File: src/rtl/pfw_dispatch.sv
// Forwarding dispatcher: DMAC lookup on the head frame, rewrites the metadata
// destination/pkttype fields and forwards or drops the packet with 1-cycle latency.
module pfw_dispatch #(
    parameter int unsigned TBL_DEPTH = 8,
    parameter int unsigned PORT_NUM  = 8,
    parameter int unsigned CPU_PORT  = 7
) (
    input  logic                clk,
    input  logic                rst_n,
    input  logic [133:0]        in_pfw_data,
    input  logic                in_pfw_data_wr,
    input  logic                in_pfw_valid,
    input  logic                in_pfw_valid_wr,
    input  logic [2:0]          in_pfw_pkttype,
    input  logic [101:0]        in_pfw_key,
    input  logic                cfg_tbl_wr,
    input  logic [3:0]          cfg_tbl_addr,
    input  logic                cfg_tbl_vld,
    input  logic [47:0]         cfg_tbl_dmac,
    input  logic [PORT_NUM-1:0] cfg_tbl_portmap,
    output logic [133:0]        out_pfw_data,
    output logic                out_pfw_data_wr,
    output logic                out_pfw_valid,
    output logic                out_pfw_valid_wr,
    output logic [63:0]         pfw_pktin_cnt,
    output logic [63:0]         pfw_drop_cnt
);

    typedef enum logic [1:0] {S_IDLE, S_FWD, S_DROP} state_t;

    state_t state_q, state_d;

    logic [TBL_DEPTH-1:0]                tbl_vld_q;
    logic [TBL_DEPTH-1:0][47:0]          tbl_dmac_q;
    logic [TBL_DEPTH-1:0][PORT_NUM-1:0]  tbl_map_q;

    logic [133:0] out_data_q, out_data_d;
    logic         out_wr_q, out_wr_d;
    logic         out_vld_q, out_vld_d;
    logic         out_vwr_q, out_vwr_d;
    logic [63:0]  pktin_q, pktin_d;
    logic [63:0]  drop_q, drop_d;

    logic                is_head, is_tail;
    logic [47:0]         key_dmac;
    logic [5:0]          key_inport;
    logic                hit;
    logic [PORT_NUM-1:0] hit_map;
    logic [PORT_NUM-1:0] dst;
    logic [PORT_NUM+7:0] dst_ext;
    logic [133:0]        head_frame;
    logic                fwd_now;
    logic                unused_smac;

    assign is_head     = in_pfw_data_wr && (in_pfw_data[133:132] == 2'b01);
    assign is_tail     = in_pfw_data_wr && (in_pfw_data[133:132] == 2'b10);
    assign key_dmac    = in_pfw_key[101:54];
    assign key_inport  = in_pfw_key[5:0];
    assign unused_smac = ^in_pfw_key[53:6];

    always_ff @(posedge clk or negedge rst_n) begin
        if (!rst_n) begin
            tbl_vld_q  <= '0;
            tbl_dmac_q <= '0;
            tbl_map_q  <= '0;
        end else begin
            for (int unsigned i = 0; i < TBL_DEPTH; i++) begin
                if (cfg_tbl_wr && (32'(cfg_tbl_addr) == i)) begin
                    tbl_vld_q[i]  <= cfg_tbl_vld;
                    tbl_dmac_q[i] <= cfg_tbl_dmac;
                    tbl_map_q[i]  <= cfg_tbl_portmap;
                end
            end
        end
    end

    // Lowest-index valid match wins
    always_comb begin
        hit     = 1'b0;
        hit_map = '0;
        for (int unsigned i = 0; i < TBL_DEPTH; i++) begin
            if (!hit && tbl_vld_q[i] && (tbl_dmac_q[i] == key_dmac)) begin
                hit     = 1'b1;
                hit_map = tbl_map_q[i];
            end
        end
    end

    always_comb begin
        dst = '0;
        if (in_pfw_pkttype == 3'd2)
            dst = PORT_NUM'(1) << CPU_PORT;
        else if (hit)
            dst = hit_map;
        else if ((key_dmac == '1) || (in_pfw_pkttype == 3'd0) || (in_pfw_pkttype == 3'd1))
            dst = '1;
        for (int unsigned i = 0; i < PORT_NUM; i++) begin
            if (32'(key_inport) == i)
                dst[i] = 1'b0;
        end
    end

    assign dst_ext = {8'h00, dst};

    always_comb begin
        head_frame          = in_pfw_data;
        head_frame[111:104] = dst_ext[7:0];
        head_frame[103:101] = in_pfw_pkttype;
    end

    // A head always restarts the packet; an unterminated forwarded packet counts as a drop
    always_comb begin
        state_d = state_q;
        fwd_now = 1'b0;
        if (is_head) begin
            fwd_now = (dst != '0);
            state_d = fwd_now ? S_FWD : S_DROP;
        end else if (state_q == S_FWD) begin
            fwd_now = 1'b1;
            if (is_tail)
                state_d = S_IDLE;
        end else if (state_q == S_DROP) begin
            if (is_tail)
                state_d = S_IDLE;
        end

        out_wr_d   = fwd_now && in_pfw_data_wr;
        out_data_d = out_wr_d ? (is_head ? head_frame : in_pfw_data) : '0;
        out_vwr_d  = fwd_now && in_pfw_valid_wr;
        out_vld_d  = out_vwr_d && in_pfw_valid;

        pktin_d = pktin_q + 64'(is_head);
        drop_d  = drop_q + 64'(is_head && (dst == '0)) + 64'(is_head && (state_q == S_FWD));
    end

    always_ff @(posedge clk or negedge rst_n) begin
        if (!rst_n) begin
            state_q    <= S_IDLE;
            out_data_q <= '0;
            out_wr_q   <= 1'b0;
            out_vld_q  <= 1'b0;
            out_vwr_q  <= 1'b0;
            pktin_q    <= '0;
            drop_q     <= '0;
        end else begin
            state_q    <= state_d;
            out_data_q <= out_data_d;
            out_wr_q   <= out_wr_d;
            out_vld_q  <= out_vld_d;
            out_vwr_q  <= out_vwr_d;
            pktin_q    <= pktin_d;
            drop_q     <= drop_d;
        end
    end

    assign out_pfw_data     = out_data_q;
    assign out_pfw_data_wr  = out_wr_q;
    assign out_pfw_valid    = out_vld_q;
    assign out_pfw_valid_wr = out_vwr_q;
    assign pfw_pktin_cnt    = pktin_q;
    assign pfw_drop_cnt     = drop_q;

endmodule

File: config.mk
export PLATFORM = sky130hd
export DESIGN_NAME = pfw_dispatch
export DESIGN_NICKNAME = d
export VERILOG_FILES = /design/src/rtl/pfw_dispatch.sv
export SDC_FILE = /design/constraint.sdc
export NUM_CORES = 1
export LEC_CHECK = 0
export ABC_AREA = 1
export BUFFER_PORTS_ARGS = -buffer_cell sky130_fd_sc_hd__clkbuf_2
export CAP_MARGIN = 20
export CORE_ASPECT_RATIO = 0.8
export CORE_MARGIN = 2
export CORE_UTILIZATION = 30
export CTS_CLUSTER_SIZE = 30
export DETAILED_ROUTE_END_ITERATION = 8
export GPL_TIMING_DRIVEN = 0
export HOLD_SLACK_MARGIN = 0.08
export PLACE_DENSITY = 0.54
export REMOVE_ABC_BUFFERS = 1
export SYNTH_ARGS = -nofsm -noshare
export SYNTH_HDL_FRONTEND = slang
export SYNTH_SLANG_ARGS = --single-unit
File: constraint.sdc
create_clock -name clk -period 4.9 [get_ports clk]
set_clock_uncertainty 0.2 [all_clocks]
set_input_delay 0.735 -clock clk [delete_from_list [all_inputs] [get_ports clk]]
set_output_delay 0.735 -clock clk [all_outputs]
set_load 0.01 [all_outputs]
* After elaboration in Yosys (flattened, before gate mapping) *
Index checks and enable logic that the tools add are counted.

word-level totals
  word-level logic and storage cells = 144
  output and inout port bits = 265
  input bits = 306
  register bits after elaboration = 723

operators by class
  $add $sub $neg = 3
  reductions and logical operators = 45
  multiplexer cells = 36
  equal/unequal tests = 29

operators by type and width
  operator                                                         number
  48-bit == test                                                   8
  64-bit by 1-bit adder with 64-bit output                         3
  134-bit 2-to-1 mux                                               1
  112-bit 2-to-1 mux                                               1
  8-bit 2-to-1 mux                                                 11
  48-bit == test, second input constant                            1
  1-bit logical AND                                                30
  6-bit by 3-bit == test with 1-bit output, second input constant  4
  1-bit 2-to-1 mux                                                 18
  4-bit by 3-bit == test with 1-bit output, second input constant  4
  6-bit by 2-bit == test with 1-bit output, second input constant  2
  2-bit 2-to-1 mux                                                 5
  4-bit by 2-bit == test with 1-bit output, second input constant  2
  8-bit logical NOT                                                1
  8-bit nonzero test                                               1
  1-bit logical NOT                                                7
  6-bit by 1-bit == test with 1-bit output, second input constant  1
  6-bit logical NOT                                                1
  2-bit by 1-bit == test with 1-bit output, second input constant  2
  2-bit == test, second input constant                             2
  4-bit by 1-bit == test with 1-bit output, second input constant  1
  4-bit logical NOT                                                1
  3-bit by 1-bit == test with 1-bit output, second input constant  1
  3-bit by 2-bit == test with 1-bit output, second input constant  1
  other kinds (3)                                                  4

* Logic depth before layout (Yosys ltp) *
Gate-level depths: netlist of run 1.

  word-level depth = 38
  gate-level depth with buffers = 41
  gate-level depth less buffers = 40

* Least setup slack after synthesis of run 1 *
OpenSTA, ideal clock, no wires.

  path kind = input to register
  start point = in in_pfw_key[84]
  end point = reg drop_q[58], in the netlist pfw_drop_cnt[58]
  stages = 38
  setup slack = -0.798 ns
  data arrival time = 5.419 ns
  library setup time = 0.079 ns
  path buffers = 2
  required time = 4.621 ns
  cells stage by stage = buf_2 inv_2 nand2_1 nand2_1 nand2_1 nor2_1 nand3_1 nor2_4 nand2_4 nand3_2 nor2_4 buf_6 nand3_1 nand2_1 o21ai_1 nand2_1 nand2_1 nand2_1 [2 not listed] fa_1 inv_1 ha_1 nand3_1 nor2_2 nand4_1 nor3_1 nand4_1 nor2_2 nand4_1 nor2_1 nand3_1 nor2_1 nand3_2 nor2_1 nand2_1 nor3_1 xor2_1

on the way
  word-level cells in the longest chain between the ends = 38
  elaborated cells between the ends (all ways) = 64
  classes of those cells = add/sub (2); eq/ne (9); mux (27); reduce/logical (26)

ends and longest elaborated chain
  item                                                       line  source
  start: declaration                                         15    input logic [101:0] in_pfw_key,
  48-bit == test                                             82    if (!hit && tbl_vld_q[i] && (tbl_dmac_q[i] == key_dmac)) begin
  1-bit logical AND                                          82
  1-bit 2-to-1 mux                                           82
  1-bit logical NOT                                          82
  1-bit logical AND (2 in a row)                             82
  1-bit 2-to-1 mux                                           82
  1-bit logical NOT                                          82
  1-bit logical AND (2 in a row)                             82
  [20 not listed]                                            n/a
  8-bit 2-to-1 mux or 1-bit 2-to-1 mux (tied branches)       82
  8-bit 2-to-1 mux (*)                                       93    else if (hit)
  8-bit 2-to-1 mux (*)                                       91    if (in_pfw_pkttype == 3'd2)
  1-bit 2-to-1 mux                                           98    if (32'(key_inport) == i)
  8-bit logical NOT (*)                                      133   drop_d = drop_q + 64'(is_head && (dst == '0)) + 64'(is_head && (state_q == S_FWD));
  1-bit logical AND (*)                                      133
  64-bit by 1-bit adder with 64-bit output (*) (2 in a row)  133
  net drop_d[58]                                             42    logic [63:0] drop_q, drop_d;
  end signal: assignment                                     152   drop_q <= drop_d;
  end: declaration                                           42

The timed path passes the listed nets; every way through them passes the cells marked *.
A chain may end at the register's enable or synchronous reset.

* Worst setup path after layout of run 1 *
  start point = in in_pfw_key[73]
  end point = reg drop_q[56], in the netlist pfw_drop_cnt[56]

The elaborated chain is that of the path after synthesis.

==> reports/results.ini, run 1 <==
[status]
status=finished with violations
violations=negative setup slack

[timing]
period_needed_ns=5.815
hold_violations=0
setup_viol=33
max_slew_margin=0.4166
finalMaxSlewViolations=0
timing.final.crit_share=1.187
rsz0062_at_grt=true
max_freq_mhz=172.0
fin_ws_ns=-0.9148
worst_pin_slew_ns=0.8704

[power_and_ir_drop]
p_sw_mw=5.426
power_frac_seq=0.442
p_sw_frac=0.3156
leakagePower_nw=22.72
powerDensity_nw_per_um2=383.6
p_clk_frac=0.374
ir_drop_v=0.0002775
intPower_mw=11.76
finalPower_mw=17.19
p_comb_frac=0.184

[min_path]
hp-class=in2reg

[drt]
wl_per_cell_um=21.43
vias_per_cell=4.853
wirelength_um=140700
vias=31860
first_iter_violations=4129
detail-route-antenna-nets=0
dr.pass1.iters=6
drcViolationCount=0

[critical_path]
start_kind=input pin
arrival_ns=6.15
endpoint_kind=flip-flop
cp.required_ns=5.23
crit_path_max_fanout=12
critical_path_class=in2reg
crit_path_top_delay_cell=fa_2
max_stage_delay_ns=0.41

[flow_run]
cap_violations=0

[logic_synthesis]
synth_cells=4278
synth_area_leader_cell=dfrtp_1
yosysMostFrequentCell=nand2_1
synthTopCellsByCount=nand2_1, dfrtp_1, o21ai_0
async_reset_ff_frac=1.000
syn_area_um2=34420
ys_ff_latch=723
synth_cell_types=45
yosysSeqAreaShare=0.5256
ys.flop_type=dfrtp_1
syn_avg_cell_area_um2=8.047
ys_top_cells_by_area=dfrtp_1, nand2_1, o21ai_0, inv_1, nor2_1
synth_edf_count=0
synth_top_cell_area_share=0.5256
yosysWarnings=0

[die]
io_pins=571
dieArea_um2=117500
die_x_um=382.7
coreArea_um2=114200
start_util=0.3015
die_y_um=307.0
row_count=111

[final_layout]
syn2layout_area_growth_pct=30.17
multi_input_area_um2=14440
nets=5287
fin_util=0.3925
drive_above_1_share=0.2094
ff_latch_area_um2=18090
layoutNonFillerInstCount=6564
fill_cells=11680

[grt]
grt_usage=0.2330
grt_pass1_wl_um=202500
grt_pass1_vias=29490
grt_max_degree=105
antenna_found_initial=9
grt_overflow=0

[clock_network]
insertion_delay_ns=0.69
clkTransAtPathRegs_ns=0.06
cts_buffers=82
htree_levels=3
tritoncts=yes
clockBufferDepth=3
cts-root-buf=clkbuf_16
cts_sinks=723

[place]
dp.cells=6195
dp_hpwl_um=103100
io_buffers=522
place.gp.congestion=0.9799

## cell families (layout without fill, tap and decap cells)
group,Yosys count,count (layout),share of synthesized area
AO/OA/AOI/OAI,654,654,0.09755
buffers and inverters,714,1471,0.08400
other,0,1,0
AND/OR/NAND/NOR,1958,1961,0.2339
adder cells (fa/ha/maj),4,4,0.001672
flip-flops,723,723,0.5256
multiplexers,3,3,0.0008723
XOR/XNOR,222,222,0.05648
## per-layer routing
layer  GRT usage  vias up  wire (um)
met1      0.3465    15460      63370
met4     0.06162        2       3531
met5           0        -         13
met3     0.06742      196      15300
met2      0.3260     1394      58440
li1            -    14800          -
## state kept, by name, summed over array words and instances, names as in the netlist, 2 cells and up
register and flops:
tbl_dmac_q 384, out_pfw_data 134, pfw_drop_cnt 64, pfw_pktin_cnt 64, tbl_map_q 64, tbl_vld_q 8
state_q 2
## placed cells by master, fill, tap and decap left out, drive strengths merged, types with 2 or more instances in the layout
master,n
clkinv,19
inv,551
o21ai,550
ha,3
xor2,125
and3,3
a211oi,2
dlygate4sd3,131
buf,122
a21oi,55
nand2,1197
o211ai,4
dfrtp,723
xnor2,97
nand3b,7
nor4b,3
or2,5
nor2,485
nand4,61
a22o,4
mux2i,3
o22ai,37
nor4,36
bufinv,7
nand3,93
nor3,69
clkbuf,635
clkinvlp,6
## worst paths after layout
check                              endpoint  cells past startpoint  slack (ns)              from
setup reg to reg           pfw_drop_cnt[56]                     32       -0.90   tbl_dmac_q[162]
hold reg to reg            pfw_drop_cnt[63]                      1        0.27  pfw_drop_cnt[63]
min in group asynchronous   tbl_dmac_q[131]                      2        0.49             rst_n
setup / recovery           pfw_drop_cnt[56]                     36       -0.91    in_pfw_key[73]
max in group asynchronous  out_pfw_data[15]                      4        2.36             rst_n
hold / removal              tbl_dmac_q[114]                      3        0.11  cfg_tbl_dmac[18]
## final cells by class
class / count / area share
Antenna cell: 1 / 0.00005585
Clock buffer: 114 / 0.05205
Clock inverter: 31 / 0.009522
Inverter: 552 / 0.04780
Multi-Input combinational cell: 2844 / 0.3223
Sequential cell: 723 / 0.4038
Tap cell: 1525 / 0.04258
Timing Repair Buffer: 774 / 0.1219
## critical path: cells and delay by family
| kind | cells | cell delay [ns] |
|---|---|---|
| compound gates | 1 | 0.17 |
| xor+xnor | 1 | 0.16 |
| fa+ha+maj | 2 | 0.56 |
| buf+inv | 4 | 0.70 |
| simple gates | 28 | 3.79 |
## metrics by stage
stage               hold WS (ns)  setup TNS, ns  cell area [um^2]  setup slack, ns
floorplan                 0.2394        -220.58             33610           -1.949
global placement          0.2638              -             38130           -15.55
detailed placement        0.2673        -220.47             38800           -3.529
CTS                      0.08046         -8.997             44220          -0.8887
global route              0.1041         -20.60             44810           -1.144
finish                    0.1110         -12.22             44810          -0.9148
## power groups by stage
stage                     sequential (mW)  combinational [mW]  clock, mW
after CTS                            7.57                3.08       6.54
after floorplan                      7.53                1.59          0
final                                7.60                3.16       6.43
after global placement               7.66                2.82          0
after detailed placement             7.64                2.88          0
after global routing                 7.70                3.50       6.77
## timing repair
action / in CTS / in global routing
hold buffers: 131 / 0
endpoints found under the hold margin: 200 / 0
buffers inserted: 61 / 34
endpoints found under the setup margin: 113 / 44
resized for setup: 244 / 88
pin swaps: 55 / 59
cloned: 1 / 2
(Power assumes the default switching activity.)
==> run 2, diff against run 1 <==
CORE_ASPECT_RATIO = not set   (was 0.8)
==> reports/results.ini, run 2 (synthesis results as in run 1) <==
[critical_path]
cp.required_ns=5.28  ; +0.05 ns
crit_path_max_fanout=8  ; -4
reg2reg_slack_ns=-0.57  ; +0.33 ns
path_delay_family=simple AND/OR/NAND/NOR gates
crit_path_top_delay_cell=fa_2
cp_common_cell=nand2_1
start_kind=input pin
endpoint_kind=flip-flop
max_stage_delay_ns=0.38  ; -0.03 ns
crit_buf_inv=4  ; unchanged
arrival_ns=5.86  ; -0.29 ns
critical_path_class=in2reg

[timing]
max_freq_mhz=182.6  ; +6.1%
rsz0062_at_grt=true
period_needed_ns=5.478  ; -0.3369 ns
max_slew_margin=0.4604  ; +0.04383
tns_ns=-4.978  ; +7.244 ns
hold_violations=0  ; unchanged
worst_pin_slew_ns=0.8020  ; -0.06840 ns
finalMaxSlewViolations=0  ; unchanged
hold_ws_ns=0.1084  ; -0.002576 ns
timing.final.crit_share=1.118  ; -0.06875
setup_viol=14  ; -58%
fin_ws_ns=-0.5779  ; +0.3369 ns

[place]
place.gp.congestion=0.9293  ; -5.2%
dp_hpwl_um=99040  ; -3.9%
io_buffers=522  ; unchanged
dp.cells=6184  ; -0.18%

[power_and_ir_drop]
ir_drop_v=0.0002666  ; -3.9%
power_frac_seq=0.431  ; -0.011
intPower_mw=12.24  ; +4.1%
p_clk_frac=0.393  ; +0.019
p_sw_frac=0.3046  ; -0.01107
powerDensity_nw_per_um2=390.3  ; +1.7%
leakagePower_nw=22.79  ; +0.32%
p_comb_frac=0.176  ; -0.008
p_sw_mw=5.362  ; -1.2%

[final_layout]
ff_latch_area_um2=18090  ; unchanged
layoutNonFillerInstCount=6568  ; +0.061%
largest-register=tbl_dmac_q
drive_above_1_share=0.2123  ; +0.002941
syn2layout_area_growth_pct=31.05
layout_common_cells=nand2_1, dfrtp_1, o21ai_0
largest_reg_flops=384  ; unchanged
fill_cells=11610  ; -0.60%
final_common_cell=nand2_1
multi_input_area_um2=14340  ; -0.73%
nets=5291  ; +0.076%

[grt]
grt_overflow=0  ; unchanged
grt_usage=0.2249  ; -0.008077
grt_pass1_vias=29730  ; +0.82%
grt_pass1_wl_um=196800  ; -2.8%
antenna_found_initial=8  ; -1
grt_max_degree=105  ; unchanged

[drt]
detail-route-antenna-nets=0  ; unchanged
drcViolationCount=0  ; unchanged
first_iter_violations=3183  ; -23%
vias_per_cell=4.792  ; -1.3%
vias=31480  ; -1.2%
wirelength_um=135600  ; -3.6%
wl_per_cell_um=20.65  ; -3.6%
dr.pass1.iters=6  ; unchanged

[min_path]
hp-class=in2reg

[clock_network]
insertion_delay_ns=0.67  ; -0.02 ns
cts_sinks=723  ; unchanged
clkTransAtPathRegs_ns=0.06  ; about the same
tritoncts=yes
cts-root-buf=clkbuf_16
htree_levels=3  ; unchanged
cts_buffers=85  ; +3.7%
clockBufferDepth=3  ; unchanged

[die]
io_pins=571  ; unchanged
die_x_um=342.7  ; -10%
dieArea_um2=117500  ; about the same
coreArea_um2=114000  ; -0.11%
start_util=0.3019  ; +0.0003375
die_y_um=342.7  ; +12%
row_count=124  ; +12%

[status]
violations=negative setup slack
status=finished with violations

[flow_run]
cap_violations=0  ; unchanged

==> run 2: cell types whose count changed in the layout (fill, tap and decap cells not counted), sizes merged <==
| cell | previous run | this run |
|---|---|---|
| buf | 122 | 126 |
| bufinv | 7 | 10 |
| clkbuf | 635 | 634 |
| clkinv | 19 | 24 |
| clkinvlp | 6 | 9 |
| diode | 1 | 3 |
| dlygate4sd3 | 131 | 140 |
| inv | 551 | 546 |
| nand3 | 93 | 92 |
| nor2 | 485 | 483 |
==> run 2: final timing paths <==
path | start | end | cells past startpoint
setup / recovery | in_pfw_key[94] | pfw_drop_cnt[58] | 38
hold / removal | cfg_tbl_dmac[4] | tbl_dmac_q[292] | 3
setup reg to reg | tbl_dmac_q[238] | pfw_drop_cnt[58] | 34
hold reg to reg | pfw_drop_cnt[63] | pfw_drop_cnt[63] | 1
max in group asynchronous | rst_n | out_pfw_data[20] | 5
min in group asynchronous | rst_n | tbl_dmac_q[126] | 2
==> run 2: cell type report <==
cell class                 instances  share of cell area
sequential                       723              0.4011
timing repair buffer             778              0.1219
multi-input combinational       2841              0.3178
clock inverter                    37             0.01162
tap                             1512             0.04194
inverter                         552             0.04876
clock buffer                     122             0.05672
antenna                            3           0.0001664
==> run 2: repair_timing <==
item	4_1_cts	5_1_grt
pin swaps	54	66
setup endpoints to repair	128	45
endpoints found under the hold margin	188	0
hold buffers	140	0
buffers inserted	73	29
gates resized for setup	221	141
==> run 2: stage by stage <==
step	util	total power, mW	worst slack [ns]	area [um^2]
after global routing	0.3955	18.43	-0.9100	45100
after detailed placement	0.3403	10.47	-3.232	38800
after CTS	0.3907	17.64	-0.8357	44560
final	0.3956	17.61	-0.5779	45110
after global placement	0.3342	10.41	-15.66	38110
after floorplan	-	9.118	-1.949	33610
==> run 2: power by group through the flow <==
stage | Combinational (mW) | Clock (mW) | Sequential, mW
4_1_cts | 3.02 | 7.06 | 7.55
3_5_place_dp | 2.83 | 0 | 7.64
5_1_grt | 3.45 | 7.29 | 7.68
3_3_place_gp | 2.76 | 0 | 7.65
2_1_floorplan | 1.59 | 0 | 7.53
6_report | 3.10 | 6.92 | 7.59
==> run 2: routing by layer <==
layer	wire, um	up-vias	share of wire	global-route usage
met2	61240	1256	0.45	0.3508
met1	57100	15130	0.42	0.3100
met4	5773	6	0.043	0.09156
li1	-	14830	-	-
met3	11460	257	0.085	0.03746
met5	32	-	0.00024	0
==> run 2: worst min-delay path, delay by kind of cell <==
kind                   cells  cell delay (ns)
AOI/OAI and AO/OA          1             0.06
and+or+nand+nor            1             0.05
buffers and inverters      1             0.10
